<file path="config.mk">
export PLATFORM = sky130hd
export DESIGN_NAME = ex_muldiv_flat
export DESIGN_NICKNAME = d
export VERILOG_FILES = /design/src/rtl/ex_muldiv_pkg.sv /design/src/rtl/ex_muldiv_if.sv /design/src/rtl/ex_muldiv_step.sv /design/src/rtl/ex_muldiv.sv /design/src/flat_wrapper.sv
export SDC_FILE = /design/constraint.sdc
export NUM_CORES = 1
export LEC_CHECK = 0
export BUFFER_PORTS_ARGS = -buffer_cell sky130_fd_sc_hd__buf_2
export CORE_ASPECT_RATIO = 0.75
export CORE_MARGIN = 2
export CORE_UTILIZATION = 35
export DETAILED_ROUTE_END_ITERATION = 7
export MAX_ROUTING_LAYER = met4
export PLACE_DENSITY = 0.51
export SLEW_MARGIN = 25
export SYNTH_ARGS = -nofsm -noshare
export SYNTH_HDL_FRONTEND = slang
export SYNTH_SLANG_ARGS = --single-unit
</file>
<file path="constraint.sdc">
create_clock -name clk -period 8.8 [get_ports clk]
set_input_delay 1.76 -clock clk [delete_from_list [all_inputs] [get_ports clk]]
set_output_delay 1.76 -clock clk [all_outputs]
set_load 0.03 [all_outputs]
</file>
<file path="src/rtl/ex_muldiv_pkg.sv">
// Shared op codes, FSM encoding and op-context bus for the iterative multiply/divide unit.
// Helper predicates decode the op code so the datapath never compares raw encodings.
package ex_muldiv_pkg;

    typedef enum logic [2:0] {
        MD_MULT  = 3'd0,
        MD_MULTU = 3'd1,
        MD_DIV   = 3'd2,
        MD_DIVU  = 3'd3,
        MD_MADD  = 3'd4,
        MD_MADDU = 3'd5,
        MD_MSUB  = 3'd6,
        MD_MSUBU = 3'd7
    } md_op_t;

    typedef enum logic [2:0] {
        MD_IDLE  = 3'd0,
        MD_CALC  = 3'd1,
        MD_FIXUP = 3'd2,
        MD_DONE  = 3'd3,
        MD_DZERO = 3'd4
    } md_state_t;

    typedef enum logic {
        MD_MODE_MUL = 1'b0,
        MD_MODE_DIV = 1'b1
    } md_mode_t;

    // Everything about the accepted op that the fix-up stage still needs.
    typedef struct packed {
        md_op_t op;
        logic   neg_res;
        logic   neg_rem;
    } md_op_bus_t;

    function automatic logic op_is_div(md_op_t op);
        return (op == MD_DIV) || (op == MD_DIVU);
    endfunction

    function automatic logic op_is_signed(md_op_t op);
        return (op == MD_MULT) || (op == MD_DIV) || (op == MD_MADD) || (op == MD_MSUB);
    endfunction

    function automatic logic op_is_acc(md_op_t op);
        return (op == MD_MADD) || (op == MD_MADDU) || (op == MD_MSUB) || (op == MD_MSUBU);
    endfunction

    function automatic logic op_is_sub(md_op_t op);
        return (op == MD_MSUB) || (op == MD_MSUBU);
    endfunction

endpackage

</file>
<file path="src/rtl/ex_muldiv_if.sv">
// EX-stage <-> multiply/divide unit request/response bundle.
// slave is the unit side, master is the EX/ctrl side.
interface ex_muldiv_if #(parameter int DATA_W = 32);
    import ex_muldiv_pkg::*;

    logic                  start_i;
    md_op_t                op_i;
    logic [DATA_W-1:0]     opdata1_i;
    logic [DATA_W-1:0]     opdata2_i;
    logic [DATA_W-1:0]     acc_hi_i;
    logic [DATA_W-1:0]     acc_lo_i;
    logic                  annul_i;
    logic                  stall_i;
    logic                  stallreq_o;
    logic                  ready_o;
    logic [2*DATA_W-1:0]   result_o;

    modport slave (
        input  start_i, op_i, opdata1_i, opdata2_i, acc_hi_i, acc_lo_i, annul_i, stall_i,
        output stallreq_o, ready_o, result_o
    );

    modport master (
        output start_i, op_i, opdata1_i, opdata2_i, acc_hi_i, acc_lo_i, annul_i, stall_i,
        input  stallreq_o, ready_o, result_o
    );

endinterface

</file>
<file path="src/rtl/ex_muldiv_step.sv">
// One radix-2 iteration, combinational: shift-add multiply or restoring divide step.
// {hi,lo} is the partial product, or {partial remainder, dividend/quotient} for divide.
module muldiv_step
    import ex_muldiv_pkg::*;
#(
    parameter int DATA_W = 32
) (
    input  md_mode_t          mode,
    input  logic [DATA_W-1:0] hi,
    input  logic [DATA_W-1:0] lo,
    input  logic [DATA_W-1:0] operand,
    output logic [DATA_W-1:0] hi_nxt,
    output logic [DATA_W-1:0] lo_nxt
);

    logic [DATA_W:0] sum;
    logic [DATA_W:0] shifted;
    logic [DATA_W:0] trial;

    always_comb begin
        sum     = {1'b0, hi} + (lo[0] ? {1'b0, operand} : '0);
        shifted = {hi, lo[DATA_W-1]};
        // Remainder stays below the divisor, so the top bit of the trial is its sign.
        trial   = shifted - {1'b0, operand};
        hi_nxt  = hi;
        lo_nxt  = lo;
        if (mode == MD_MODE_MUL) begin
            {hi_nxt, lo_nxt} = {sum, lo[DATA_W-1:1]};
        end else if (!trial[DATA_W]) begin
            hi_nxt = trial[DATA_W-1:0];
            lo_nxt = {lo[DATA_W-2:0], 1'b1};
        end else begin
            hi_nxt = shifted[DATA_W-1:0];
            lo_nxt = {lo[DATA_W-2:0], 1'b0};
        end
    end

endmodule

</file>
<file path="src/rtl/ex_muldiv.sv">
// Iterative MULT/DIV/MADD/MSUB unit: DATA_W+2 cycles from acceptance to ready (2 on divide-by-zero).
// Holds the result in DONE while stall_i is high; start_i low or annul_i aborts back to IDLE.
module ex_muldiv
    import ex_muldiv_pkg::*;
#(
    parameter int DATA_W = 32
) (
    input  logic         clk,
    input  logic         rst,
    ex_muldiv_if.slave   md
);

    localparam int CNT_W = $clog2(DATA_W + 1);

    md_state_t             state;
    md_op_bus_t            ctx;
    logic [CNT_W-1:0]      cnt;
    logic [DATA_W-1:0]     hi_q;
    logic [DATA_W-1:0]     lo_q;
    logic [DATA_W-1:0]     opnd_q;
    logic [2*DATA_W-1:0]   acc_q;
    logic                  ready_q;
    logic [2*DATA_W-1:0]   result_q;

    logic                  sgn1;
    logic                  sgn2;
    logic [DATA_W-1:0]     mag1;
    logic [DATA_W-1:0]     mag2;
    md_mode_t              step_mode;
    logic [DATA_W-1:0]     step_hi;
    logic [DATA_W-1:0]     step_lo;
    logic [2*DATA_W-1:0]   prod_raw;
    logic [2*DATA_W-1:0]   prod_fix;
    logic [DATA_W-1:0]     quo;
    logic [DATA_W-1:0]     rem;
    logic [2*DATA_W-1:0]   fixed;

    always_comb begin
        sgn1 = op_is_signed(md.op_i) & md.opdata1_i[DATA_W-1];
        sgn2 = op_is_signed(md.op_i) & md.opdata2_i[DATA_W-1];
        mag1 = sgn1 ? -md.opdata1_i : md.opdata1_i;
        mag2 = sgn2 ? -md.opdata2_i : md.opdata2_i;
    end

    assign step_mode = op_is_div(ctx.op) ? MD_MODE_DIV : MD_MODE_MUL;

    muldiv_step #(.DATA_W(DATA_W)) u_step (
        .mode    (step_mode),
        .hi      (hi_q),
        .lo      (lo_q),
        .operand (opnd_q),
        .hi_nxt  (step_hi),
        .lo_nxt  (step_lo)
    );

    // Sign restoration and accumulate; all 2*DATA_W arithmetic wraps.
    always_comb begin
        prod_raw = {hi_q, lo_q};
        prod_fix = ctx.neg_res ? -prod_raw : prod_raw;
        quo      = ctx.neg_res ? -lo_q : lo_q;
        rem      = ctx.neg_rem ? -hi_q : hi_q;
        fixed    = prod_fix;
        if (op_is_div(ctx.op)) begin
            fixed = {rem, quo};
        end else if (op_is_acc(ctx.op)) begin
            fixed = op_is_sub(ctx.op) ? (acc_q - prod_fix) : (acc_q + prod_fix);
        end
    end

    always_ff @(posedge clk) begin
        if (rst) begin
            state    <= MD_IDLE;
            ctx      <= '0;
            cnt      <= '0;
            hi_q     <= '0;
            lo_q     <= '0;
            opnd_q   <= '0;
            acc_q    <= '0;
            ready_q  <= 1'b0;
            result_q <= '0;
        end else if (md.annul_i) begin
            state   <= MD_IDLE;
            ready_q <= 1'b0;
        end else begin
            case (state)
                MD_IDLE: begin
                    if (md.start_i) begin
                        ctx.op      <= md.op_i;
                        ctx.neg_res <= sgn1 ^ sgn2;
                        ctx.neg_rem <= sgn1;
                        cnt         <= '0;
                        hi_q        <= '0;
                        acc_q       <= {md.acc_hi_i, md.acc_lo_i};
                        // Divide shifts the dividend out of lo; multiply shifts the multiplier.
                        if (op_is_div(md.op_i)) begin
                            lo_q   <= mag1;
                            opnd_q <= mag2;
                        end else begin
                            lo_q   <= mag2;
                            opnd_q <= mag1;
                        end
                        if (op_is_div(md.op_i) && (md.opdata2_i == '0)) begin
                            state <= MD_DZERO;
                        end else begin
                            state <= MD_CALC;
                        end
                    end
                end
                MD_CALC: begin
                    if (!md.start_i) begin
                        state <= MD_IDLE;
                    end else begin
                        hi_q <= step_hi;
                        lo_q <= step_lo;
                        cnt  <= cnt + CNT_W'(1);
                        if (cnt == CNT_W'(DATA_W - 1)) begin
                            state <= MD_FIXUP;
                        end
                    end
                end
                MD_FIXUP: begin
                    if (!md.start_i) begin
                        state <= MD_IDLE;
                    end else begin
                        result_q <= fixed;
                        ready_q  <= 1'b1;
                        state    <= MD_DONE;
                    end
                end
                MD_DZERO: begin
                    if (!md.start_i) begin
                        state <= MD_IDLE;
                    end else begin
                        result_q <= '0;
                        ready_q  <= 1'b1;
                        state    <= MD_DONE;
                    end
                end
                MD_DONE: begin
                    if (!md.stall_i) begin
                        ready_q <= 1'b0;
                        state   <= MD_IDLE;
                    end
                end
                default: begin
                    ready_q <= 1'b0;
                    state   <= MD_IDLE;
                end
            endcase
        end
    end

    assign md.stallreq_o = md.start_i & ~ready_q;
    assign md.ready_o    = ready_q;
    assign md.result_o   = result_q;

endmodule

</file>
<file path="src/flat_wrapper.sv">
// flat-port wrapper written by rule: the top's interface ports become plain ports
module ex_muldiv_flat import ex_muldiv_pkg::*;
#(
    parameter int DATA_W = 32
)
  (clk, rst, md_start_i, md_op_i, md_opdata1_i, md_opdata2_i, md_acc_hi_i, md_acc_lo_i, md_annul_i, md_stall_i, md_stallreq_o, md_ready_o, md_result_o);
  ex_muldiv_if #(.DATA_W(DATA_W)) md_i ();
  input  logic clk;
  input  logic rst;
  input wire logic [$bits(md_i.start_i)-1:0] md_start_i;
  input wire logic [$bits(md_i.op_i)-1:0] md_op_i;
  input wire logic [$bits(md_i.opdata1_i)-1:0] md_opdata1_i;
  input wire logic [$bits(md_i.opdata2_i)-1:0] md_opdata2_i;
  input wire logic [$bits(md_i.acc_hi_i)-1:0] md_acc_hi_i;
  input wire logic [$bits(md_i.acc_lo_i)-1:0] md_acc_lo_i;
  input wire logic [$bits(md_i.annul_i)-1:0] md_annul_i;
  input wire logic [$bits(md_i.stall_i)-1:0] md_stall_i;
  output wire logic [$bits(md_i.stallreq_o)-1:0] md_stallreq_o;
  output wire logic [$bits(md_i.ready_o)-1:0] md_ready_o;
  output wire logic [$bits(md_i.result_o)-1:0] md_result_o;
  assign md_i.start_i = md_start_i;
  assign md_i.op_i = md_op_i;
  assign md_i.opdata1_i = md_opdata1_i;
  assign md_i.opdata2_i = md_opdata2_i;
  assign md_i.acc_hi_i = md_acc_hi_i;
  assign md_i.acc_lo_i = md_acc_lo_i;
  assign md_i.annul_i = md_annul_i;
  assign md_i.stall_i = md_stall_i;
  assign md_stallreq_o = md_i.stallreq_o;
  assign md_ready_o = md_i.ready_o;
  assign md_result_o = md_i.result_o;
  ex_muldiv #(.DATA_W(DATA_W)) u_core (.clk(clk), .rst(rst), .md(md_i));
endmodule
</file>
Word-level counts from Yosys, hierarchy flattened

Index checks and enable logic that the tools add are counted.

Register bits after elaboration: 239
Memories: 0
Word-level logic and storage cells: 111
Bits in latches: 0
RAM bits: 0
Memory bits (read-only): 0
Output and inout bits: 66
Bits of input ports: 136

Shifts and indexed selects: 0
$lt $le $gt $ge: 0
Multiplexer cells: 38
Divide/modulo/power cells: 0
Equality and inequality tests: 22
Bitwise gates (word level): 7
Reductions and logical operators: 23
Add/sub/neg operators: 10
Multiply operators: 0

Operators with widths:

| cell                  | count |
|---|---|
| $mux W32              | 14 |
| $mux W64              | 6 |
| $neg A32 Y32          | 4 |
| $pmux W32 S2          | 2 |
| $pmux W64 S2          | 1 |
| $add A64 B64 Y64      | 1 |
| $neg A64 Y64          | 1 |
| $sub A64 B64 Y64      | 1 |
| $add A32 B33 Y33      | 1 |
| $sub A33 B32 Y33      | 1 |
| $logic_not A32 Y1     | 1 |
| $eq A3 B3 Y1 const B  | 7 |
| $eq A3 B2 Y1 const B  | 6 |
| $mux W3               | 5 |
| $mux W6               | 2 |
| $pmux W3 S4           | 1 |
| $pmux W6 S2           | 1 |
| $ne A2 B2 Y1 const B  | 5 |
| $logic_or A1 B1 Y1    | 9 |
| $reduce_and A3 Y1     | 3 |
| $reduce_and A4 Y1     | 2 |
| $add A6 B1 Y6 const B | 1 |
| $eq A6 B5 Y1 const B  | 1 |
| $logic_not A3 Y1      | 2 |
| other kinds (12)      | 22 |

Depth between registers and ports, before layout

Gate-level depths: netlist of the first run.

Depth in word-level cells: 9
Mapped depth: 29
Mapped depth without buffers: 25

Cells and area by module

Synthesis of the first run repeated with hierarchy kept, for this count alone.

Cell total of the unflattened synthesis: 3,294
Area, all modules: 23,618.9 um^2

Modules (own cells, without submodules):

| module      | instances | seq. area each (um^2) | cells each | area each (um^2) |
|---|---|---|---|---|
| ex_muldiv   | 1         | 4,764.6               | 2,625      | 18,875.6 |
| muldiv_step | 1         | 0.0                   | 669        | 4,743.3 |

Least setup slack after synthesis of the first run

OpenSTA, ideal clock, no wires.

Kind: register to register
Start: reg u_core.lo_q[0]
End: reg u_core.result_q[62], in the netlist u_core.md.result_o[62]
Clock period less this slack: 6,378 ps
Buffers on the path: 4
Setup time: 131 ps
Data required time: 8,669 ps
Arrival: 6,247 ps
Setup slack: 2,422 ps
Stages on the path, launching flop included: 28
Path through: dfxtp_1 clkbuf_1 inv_1 clkbuf_1 ha_1 or4b_4 or4_4 buf_6 o41ai_4 xor2_2 o211ai_2 or2_1 nand2b_1 o21ai_0 xor2_1 ha_1 clkbuf_1 a21o_1 a21o_1 a21oi_1 o21ai_0 o21ai_0 nand3_1 a221oi_1 o31ai_1 a211oi_1 xor2_1 o22ai_1

Cells in the longest elaborated chain, start to end: 8
Elaborated cells between the ends (all ways): 9
Classes of those cells: add/sub: 3; mux: 6

RTL lines:

| item                                                 | RTL line         | RTL |
|---|---|---|
| from (decl)                                          | ex_muldiv.sv:19  | `logic [DATA_W-1:0] lo_q;` |
| from (signal assigned)                               | ex_muldiv.sv:96  | `lo_q <= mag1;` |
| from (signal assigned)                               | ex_muldiv.sv:99  | `lo_q <= mag2;` |
| from (signal assigned)                               | ex_muldiv.sv:114 | `lo_q <= step_lo;` |
| $neg A64 Y64                                         | ex_muldiv.sv:59  | `prod_fix = ctx.neg_res ? -prod_raw : prod_raw;` |
| $mux W64 (*)                                         | ex_muldiv.sv:59  |  |
| $add A64 B64 Y64 or $sub A64 B64 Y64 (tied branches) | ex_muldiv.sv:66  | `fixed = op_is_sub(ctx.op) ? (acc_q - prod_fix) : (acc_q + prod_fix);` |
| $mux W64                                             | ex_muldiv.sv:66  |  |
| $mux W64 (*)                                         | ex_muldiv.sv:65  | `end else if (op_is_acc(ctx.op)) begin` |
| $mux W64 (*)                                         | ex_muldiv.sv:63  | `if (op_is_div(ctx.op)) begin` |
| $mux W64 (*)                                         | ex_muldiv.sv:122 | `if (!md.start_i) begin` |
| $pmux W64 S2 (*)                                     | ex_muldiv.sv:85  | `case (state)` |
| to (signal assigned)                                 | ex_muldiv.sv:125 | `result_q <= fixed;` |
| to (decl)                                            | ex_muldiv.sv:23  | `logic [2*DATA_W-1:0] result_q;` |

Mark *: on every way between the ends. The rest lies on a longest branch, timed or not. The select of a mux whose other input is x is not followed.
A chain may end at the register's enable or synchronous reset.

Worst setup path in the final report of the first run

Start: reg u_core.lo_q[0]
End: reg u_core.result_q[59], in the netlist u_core.md.result_o[59]

The elaborated chain is that of the path after synthesis.

==> reports/qor.csv, run 1 <==
metric,value,unit
htreeDepth,1,
synthToLayoutAreaGrowth,11.0,%
cp_top_family,simple AND/OR/NAND/NOR gates,
drt-wirelength-per-cell,20.3,um
grt_pass1_vias,21200,
crit_required,9.23,ns
p_per_area,136,nW/um^2
routed_via_density,5.59,
rsz0062_at_grt,no,
core,65300,sq um
ys.flop_type,dfxtp_1,
r2r_start,u_core.lo_q[0],
timing.critical_path.buf_inv,2,
reg2reg_depth,24,
synth_edf_count,0,
async_flop_share,0,%
grt_pass1_wl,131000,um
wirelength,85600,um
design_area,25700,sq um
yosysWarnings,0,
place_congestion,0.947,
cp-start-kind,register,
slew_viol_final,0,
ys_top_cells_by_area,"dfxtp_1 21%, nand2_1 8.7%, a21oi_1 7.6%, xnor2_1 7.2%, ha_1 7.2%",
antenna_found_initial,0,
hpwl,66000,um
ctsHoldBuffers,0,
path_common_cell,o21ai_0,
crit_cells,24,
cap_violations,0,
synth_area_leader_cell,dfxtp_1,
critPathCapture,u_core.md.result_o[59],
setup_tns,0,ns
finalSetupViolCount,0,
die_y,227,um
synth_adder_area_share,7.45,%
synth_area,23100,sq um
drcViolationCount,0,
cts_root_buffer,clkbuf_16,
place_area,24600,sq um
track_usage,25.0,%
cts.clk_slew.worst_paths,0.06,ns
total_power,3.48,mW
synth-simple-area-share,25.3,%
ys_types,101,
synth_seq_cells,238,
io_pins,202,
crit_path_max_incr_delay,0.56,ns
ir_drop,116,uV
clock.fmax,138,MHz
r2r_slack,1.58,ns
vias,23600,
crit_fanout,33,
fin_crit,7.22,ns
hp-class,register to register,
synth-xor-area-share,12.2,%
initial_core_util,35.5,%
cts_resized,0,
clockBufferDepth,3,
p_leak,10.5,nW
die_w,301,um
period_share,82.1,%
cts.sinks,238,
startpoint,u_core.lo_q[0],
worst_skew_pair.late_latency,0.59,ns
timing.rr.end,u_core.md.result_o[59],
path_cells,"inv_1, buf_4, ha_1, nor4b_1, and4_1, nand4_2, or3_1, a311o_1, nor3_2, nand3_1, o31ai_1, xnor2_1, ha_1, a21oi_1, nor2_1, o21ai_0, nand2_1, a2111oi_0, nor3_1, a41o_1, a31oi_1, o21ai_0, xnor2_1, o21ai_0",
final-hold-violation-count,0,
cts_made_buffers,29,
grt_max_degree,92,
final_nets,3591,
yosysSeqAreaShare,20.6,%
synthMuxAreaShare,1.56,%
nFillCells,7068,
dr.pass1.iters,5,
cts_tree,done,
slowest_stage,nor4b_1,
relSlewSlack,33.3,%
status,"complete, no violations",
synth_top_family_by_area,compound AO/OA/AOI/OAI gates,
dr.first_iter.drc_count,2171,
arrival,7.66,ns
synth_top_cell_area_share,20.6,%
syn_area_per_cell,7.03,sq um
drive_gt1_share,10.6,%
critPathKind,register to register,
clock_skew,0.0127,ns
synth_compound_area_share,27.3,%
die-area,68200,sq um
io_buffers,201,
final_util,39.4,%
rows,81,
post_cts_buffers,0,
overflow,0,
ant_nets,0,
syn_inst,3293,
synth_nets,3565,
worstMarginPinSlew,1.00,ns
critPathCaptureType,register,
## how the worst min path moves through the flow
stage / from / endpoint / slack, ns / cells past startpoint
final: u_core.md.result_o[31] / u_core.md.result_o[31] / 0.45 / 2
after global routing: u_core.opnd_q[12] / u_core.opnd_q[12] / 0.47 / 2
after CTS: u_core.opnd_q[9] / u_core.opnd_q[9] / 0.45 / 2
after detailed placement: u_core.md.result_o[0] / u_core.md.result_o[0] / 0.44 / 2
after global placement: u_core.md.result_o[0] / u_core.md.result_o[0] / 0.44 / 2
after floorplan: u_core.opnd_q[10] / u_core.opnd_q[10] / 0.43 / 2
## worst register-to-register path, stage by stage, from the launching register on
cell and delay [ns]:
dfxtp_1 0.44, inv_1 0.10, buf_4 0.35, ha_1 0.34, nor4b_1 0.56, and4_1 0.49
nand4_2 0.35, or3_1 0.48, a311o_1 0.45, nor3_2 0.34, nand3_1 0.22, o31ai_1 0.31
xnor2_1 0.14, ha_1 0.22, a21oi_1 0.25, nor2_1 0.07, o21ai_0 0.16, nand2_1 0.08
a2111oi_0 0.42, nor3_1 0.15, a41o_1 0.26, a31oi_1 0.46, o21ai_0 0.19, xnor2_1 0.18
o21ai_0 0.09
## flip-flops by register name (all words and copies together), names as in the netlist
register / cells
u_core.acc_q: 64
u_core.cnt: 6
u_core.ctx: 4
u_core.hi_q: 32
u_core.lo_q: 32
u_core.md.ready_o: 1
u_core.md.result_o: 64
u_core.opnd_q: 32
u_core.state: 3
## placed cells by master (no fill, tap or decap), drive strengths merged, types with 10 or more instances in the layout
cell type / n
nor2b: 25
a21oi: 350
a311oi: 39
nand4: 34
clkbuf: 37
nor2: 261
nor3: 88
inv: 97
o41ai: 23
or2: 13
xnor2: 191
nand3: 77
o21a: 26
xor2: 131
or4: 24
o31ai: 37
o21bai: 18
and4: 14
ha: 133
a41oi: 13
o21ai: 192
or3: 22
a211oi: 36
a31oi: 32
and2: 13
and3: 27
o211ai: 15
dfxtp: 238
a22oi: 52
buf: 234
nor3b: 10
nand2: 536
nor4: 34
mux2i: 35
nand2b: 30
a21o: 72
## cells by family (layout without fill, tap and decap cells)
logic type | count (synthesis) | in the layout
other cells | 0 | 1
buf+inv | 332 | 381
compound gates | 991 | 991
mux | 36 | 36
flops | 238 | 238
simple gates | 1238 | 1238
xor+xnor | 322 | 322
fa+ha+maj | 136 | 136
## metrics by stage
stage	hold WS, ns	instances	setup slack [ns]
floorplan	0.432	3293	2.42
global placement	0.441	4159	1.87
detailed placement	0.444	4159	1.76
CTS	0.451	4213	1.74
global route	0.474	4213	0.849
finish	0.450	4214	1.58
## synthesized netlist by cell type, types with 12 or more instances
library cell,count
nand2_1,536
a21oi_1,350
nor2_1,261
dfxtp_1,238
clkbuf_1,201
xnor2_1,191
o21ai_0,190
ha_1,133
xor2_1,130
inv_1,93
nor3_1,81
nand3_1,76
a21o_1,71
a22oi_1,52
a311oi_1,39
o31ai_1,37
a211oi_1,36
mux2i_1,35
nand4_1,33
a31oi_1,32
nand2b_1,30
nor4_1,29
and3_1,26
o21a_1,26
nor2b_1,24
buf_1,22
or3_1,22
or4_1,22
o41ai_1,20
o21bai_1,18
and4_1,14
o211ai_1,14
a41oi_1,13
and2_1,13
or2_2,12
## layout make-up
cell class,instances,area [sq um],area share [%]
Multi-Input combinational cell,2723,17100,66.7
Sequential cell,238,4770,18.6
Timing Repair Buffer,234,1260,4.90
Tap cell,871,1090,4.24
Clock buffer,37,796,3.10
Inverter,93,349,1.36
Clock inverter,17,284,1.11
Antenna cell,1,2.50,0.00974
## report_power, final
group | internal [mW] | total [mW] | switching (mW) | leakage [nW]
registers | 1.11 | 1.17 | 0.0602 | 1.94
clock network | 0.847 | 1.38 | 0.533 | 0.524
logic | 0.336 | 0.930 | 0.593 | 7.99
total | 2.30 | 3.48 | 1.19 | 10.5
## per-layer routing
| layer | track usage [%] | part of all wire, % | vias up |
|---|---|---|---|
| met5 | - | 0 | - |
| met1 | 39.2 | 53 | 10900 |
| met2 | 32.8 | 38 | 775 |
| li1 | - | - | 11900 |
| met4 | 4.22 | 1.7 | 0 |
| met3 | 3.93 | 7.1 | 71 |
(Power assumes the default switching activity.)
==> inputs of run 2 (changes only) <==
- PLACE_DENSITY: 0.51 -> 0.52
- clock period: 8.8 -> 5.8 ns (I/O delays scaled with it)
==> reports/qor.csv, run 2 (synthesis results as in run 1) <==
metric,value,unit,change
drcViolationCount,0,,unchanged
initial_core_util,35.5,%,unchanged
path_cells,"inv_2, ha_4, or4b_4, or4_4, o41ai_4, xor2_2, o211ai_2, nor4b_4, buf_4, nand3_4, o31ai_4, xnor2_2, ha_1, a21o_1, a21oi_2, nor2_1, nor2_1, o21ai_1, a21o_1, a221oi_4, o31ai_4, a211oi_2, xor2_1, o22ai_1",,"was inv_1, buf_4, ha_1, nor4b_1, and4_1, nand4_2, or3_1, a311o_1, nor3_2, nand3_1, o31ai_1, xnor2_1, ha_1, a21oi_1, nor2_1, o21ai_0, nand2_1, a2111oi_0, nor3_1, a41o_1, a31oi_1, o21ai_0, xnor2_1, o21ai_0"
cts_tree,done,,unchanged
htreeDepth,1,,unchanged
dr.pass1.iters,6,,was 5
finalSetupViolCount,0,,unchanged
worst_skew_pair.late_latency,0.59,ns,about the same
p_per_area,193,nW/um^2,was 136 nW/um^2
r2r_start,u_core.lo_q[1],,was u_core.lo_q[0]
grt_max_degree,77,,was 92
total_power,5.28,mW,was 3.48 mW
dr.first_iter.drc_count,2372,,was 2171
die-area,68200,sq um,unchanged
final-hold-violation-count,0,,unchanged
grt_pass1_wl,132000,um,was 131000 um
antenna_found_initial,2,,was 0
p_leak,11.4,nW,was 10.5 nW
cts.sinks,238,,unchanged
hpwl,67900,um,was 66000 um
clock_skew,0.0225,ns,was 0.0127 ns
clockBufferDepth,3,,unchanged
cts.clk_slew.worst_paths,0.06,ns,about the same
fin_crit,5.61,ns,was 7.22 ns
slowest_stage,or4_4,,was nor4b_1
status,"complete, no violations",,unchanged
cap_violations,0,,unchanged
cts_made_buffers,29,,unchanged
routed_via_density,5.55,,was 5.59
vias,24400,,was 23.6k
holdWs,0.451,ns,was 0.450 ns
ctsHoldBuffers,0,,unchanged
die_y,227,um,unchanged
arrival,6.06,ns,was 7.66 ns
clock.fmax,178,MHz,was 138 MHz
nFillCells,6946,,was 7068
setup_tns,0,ns,unchanged
drive_gt1_share,17.0,%,was 10.6%
cp-start-kind,register,,unchanged
period_share,96.7,%,was 82.1%
die_w,301,um,unchanged
cts_root_buffer,clkbuf_16,,unchanged
drt-wirelength-per-cell,19.8,um,was 20.3 um
place_area,26000,sq um,was 24600 sq um
slew_viol_final,0,,unchanged
critPathKind,register to register,,unchanged
place_congestion,1.00,,was 0.947
core,65300,sq um,unchanged
stdcell_count,4398,,was 4214
final_nets,3779,,was 3591
synthToLayoutAreaGrowth,18.5,%,was 11.0%
ir_drop,240,uV,was 116 uV
critPathCaptureType,register,,unchanged
final_cell_mix,"534 x nand2_1, 341 x a21oi_1, 258 x nor2_1, 233 x dfxtp_1, 217 x buf_4",,"was 534 x nand2_1, 349 x a21oi_1, 259 x nor2_1, 235 x dfxtp_1, 200 x buf_2"
track_usage,25.2,%,was 25.0%
design_area,27400,sq um,was 25700 sq um
place_inst,4330,,was 4159
grt_pass1_vias,21900,,was 21.2k
hp-start,u_core.opnd_q[24],,was u_core.md.result_o[31]
crit_fanout,5,,was 33
ant_nets,0,,unchanged
io_buffers,201,,unchanged
crit_path_max_incr_delay,0.57,ns,was 0.56 ns
relSlewSlack,34.4,%,was 33.3%
io_pins,202,,unchanged
rows,81,,unchanged
crit_required,6.25,ns,was 9.23 ns
overflow,0,,unchanged
layout_commonest_cell,nand2_1,,unchanged
cp_top_family,compound AO/OA/AOI/OAI gates,,was simple AND/OR/NAND/NOR gates
worstMarginPinSlew,0.981,ns,was 1.00 ns
hp-class,register to register,,unchanged
wirelength,87000,um,was 85600 um
startpoint,u_core.lo_q[1],,was u_core.lo_q[0]
timing.critical_path.buf_inv,2,,unchanged
[run 2: cell types whose count changed in the layout (fill, tap and decap cells not counted), sizes merged]
| cell | delta |
|---|---|
| clkbuf | +1 |
| inv | -4 |
| clkinv | +1 |
| buf | +188 |
| bufinv | -3 |
| clkinvlp | +1 |
[run 2: area by class of cell]
cell class	count	area, sq um	area share [%]
Clock inverter	12	171	0.625
Timing Repair Buffer	422	2700	9.85
Multi-Input combinational cell	2723	17600	64.0
Antenna cell	1	2.50	0.00912
Inverter	93	349	1.27
Clock buffer	38	790	2.88
Tap cell	871	1090	3.97
Sequential cell	238	4770	17.4
[run 2: path summary, 6_finish.rpt]
check | end | slack (ns) | depth (start not counted)
max | u_core.md.result_o[62] | 0.19 | 24
min | u_core.opnd_q[24] | 0.45 | 2
max reg2reg | u_core.md.result_o[62] | 0.19 | 24
min reg2reg | u_core.opnd_q[24] | 0.45 | 2
[run 2: through the flow]
stage	setup slack, ns	util (%)
3_5_place_dp	0.0542	39.8
5_1_grt	-0.0539	42.0
2_1_floorplan	-0.00555	-
3_3_place_gp	0.0416	39.8
4_1_cts	0.0477	41.2
6_report	0.191	42.0
[run 2: timing repair]
item                                    CTS  global route
buffers inserted                          0            17
endpoints found under the setup margin    0            30
gates resized for setup                   0            81
[run 2: worst register-to-register path, stage by stage (launching register included)]
cell and delay (ns):
dfxtp_1 0.31, inv_2 0.08, ha_4 0.13, or4b_4 0.46, or4_4 0.57, o41ai_4 0.39, xor2_2 0.20, o211ai_2 0.15
nor4b_4 0.32, buf_4 0.18, nand3_4 0.10, o31ai_4 0.29, xnor2_2 0.11, ha_1 0.36, a21o_1 0.23, a21oi_2 0.13
nor2_1 0.05, nor2_1 0.13, o21ai_1 0.08, a21o_1 0.18, a221oi_4 0.42, o31ai_4 0.11, a211oi_2 0.25, xor2_1 0.16
o22ai_1 0.09
[run 2: where the power goes]
group,switching [mW],internal [mW],total (mW)
Sequential,0.0704,1.69,1.76
Combinational,0.972,0.649,1.62
Clock,0.779,1.13,1.91
[run 2: routing by layer]
layer	up-vias	GRT usage, %	wire, um
met1	11200	40.5	47000
met3	75	2.59	5900
met2	832	33.0	32800
li1	12300	-	-
met5	-	-	0
met4	0	3.95	1330
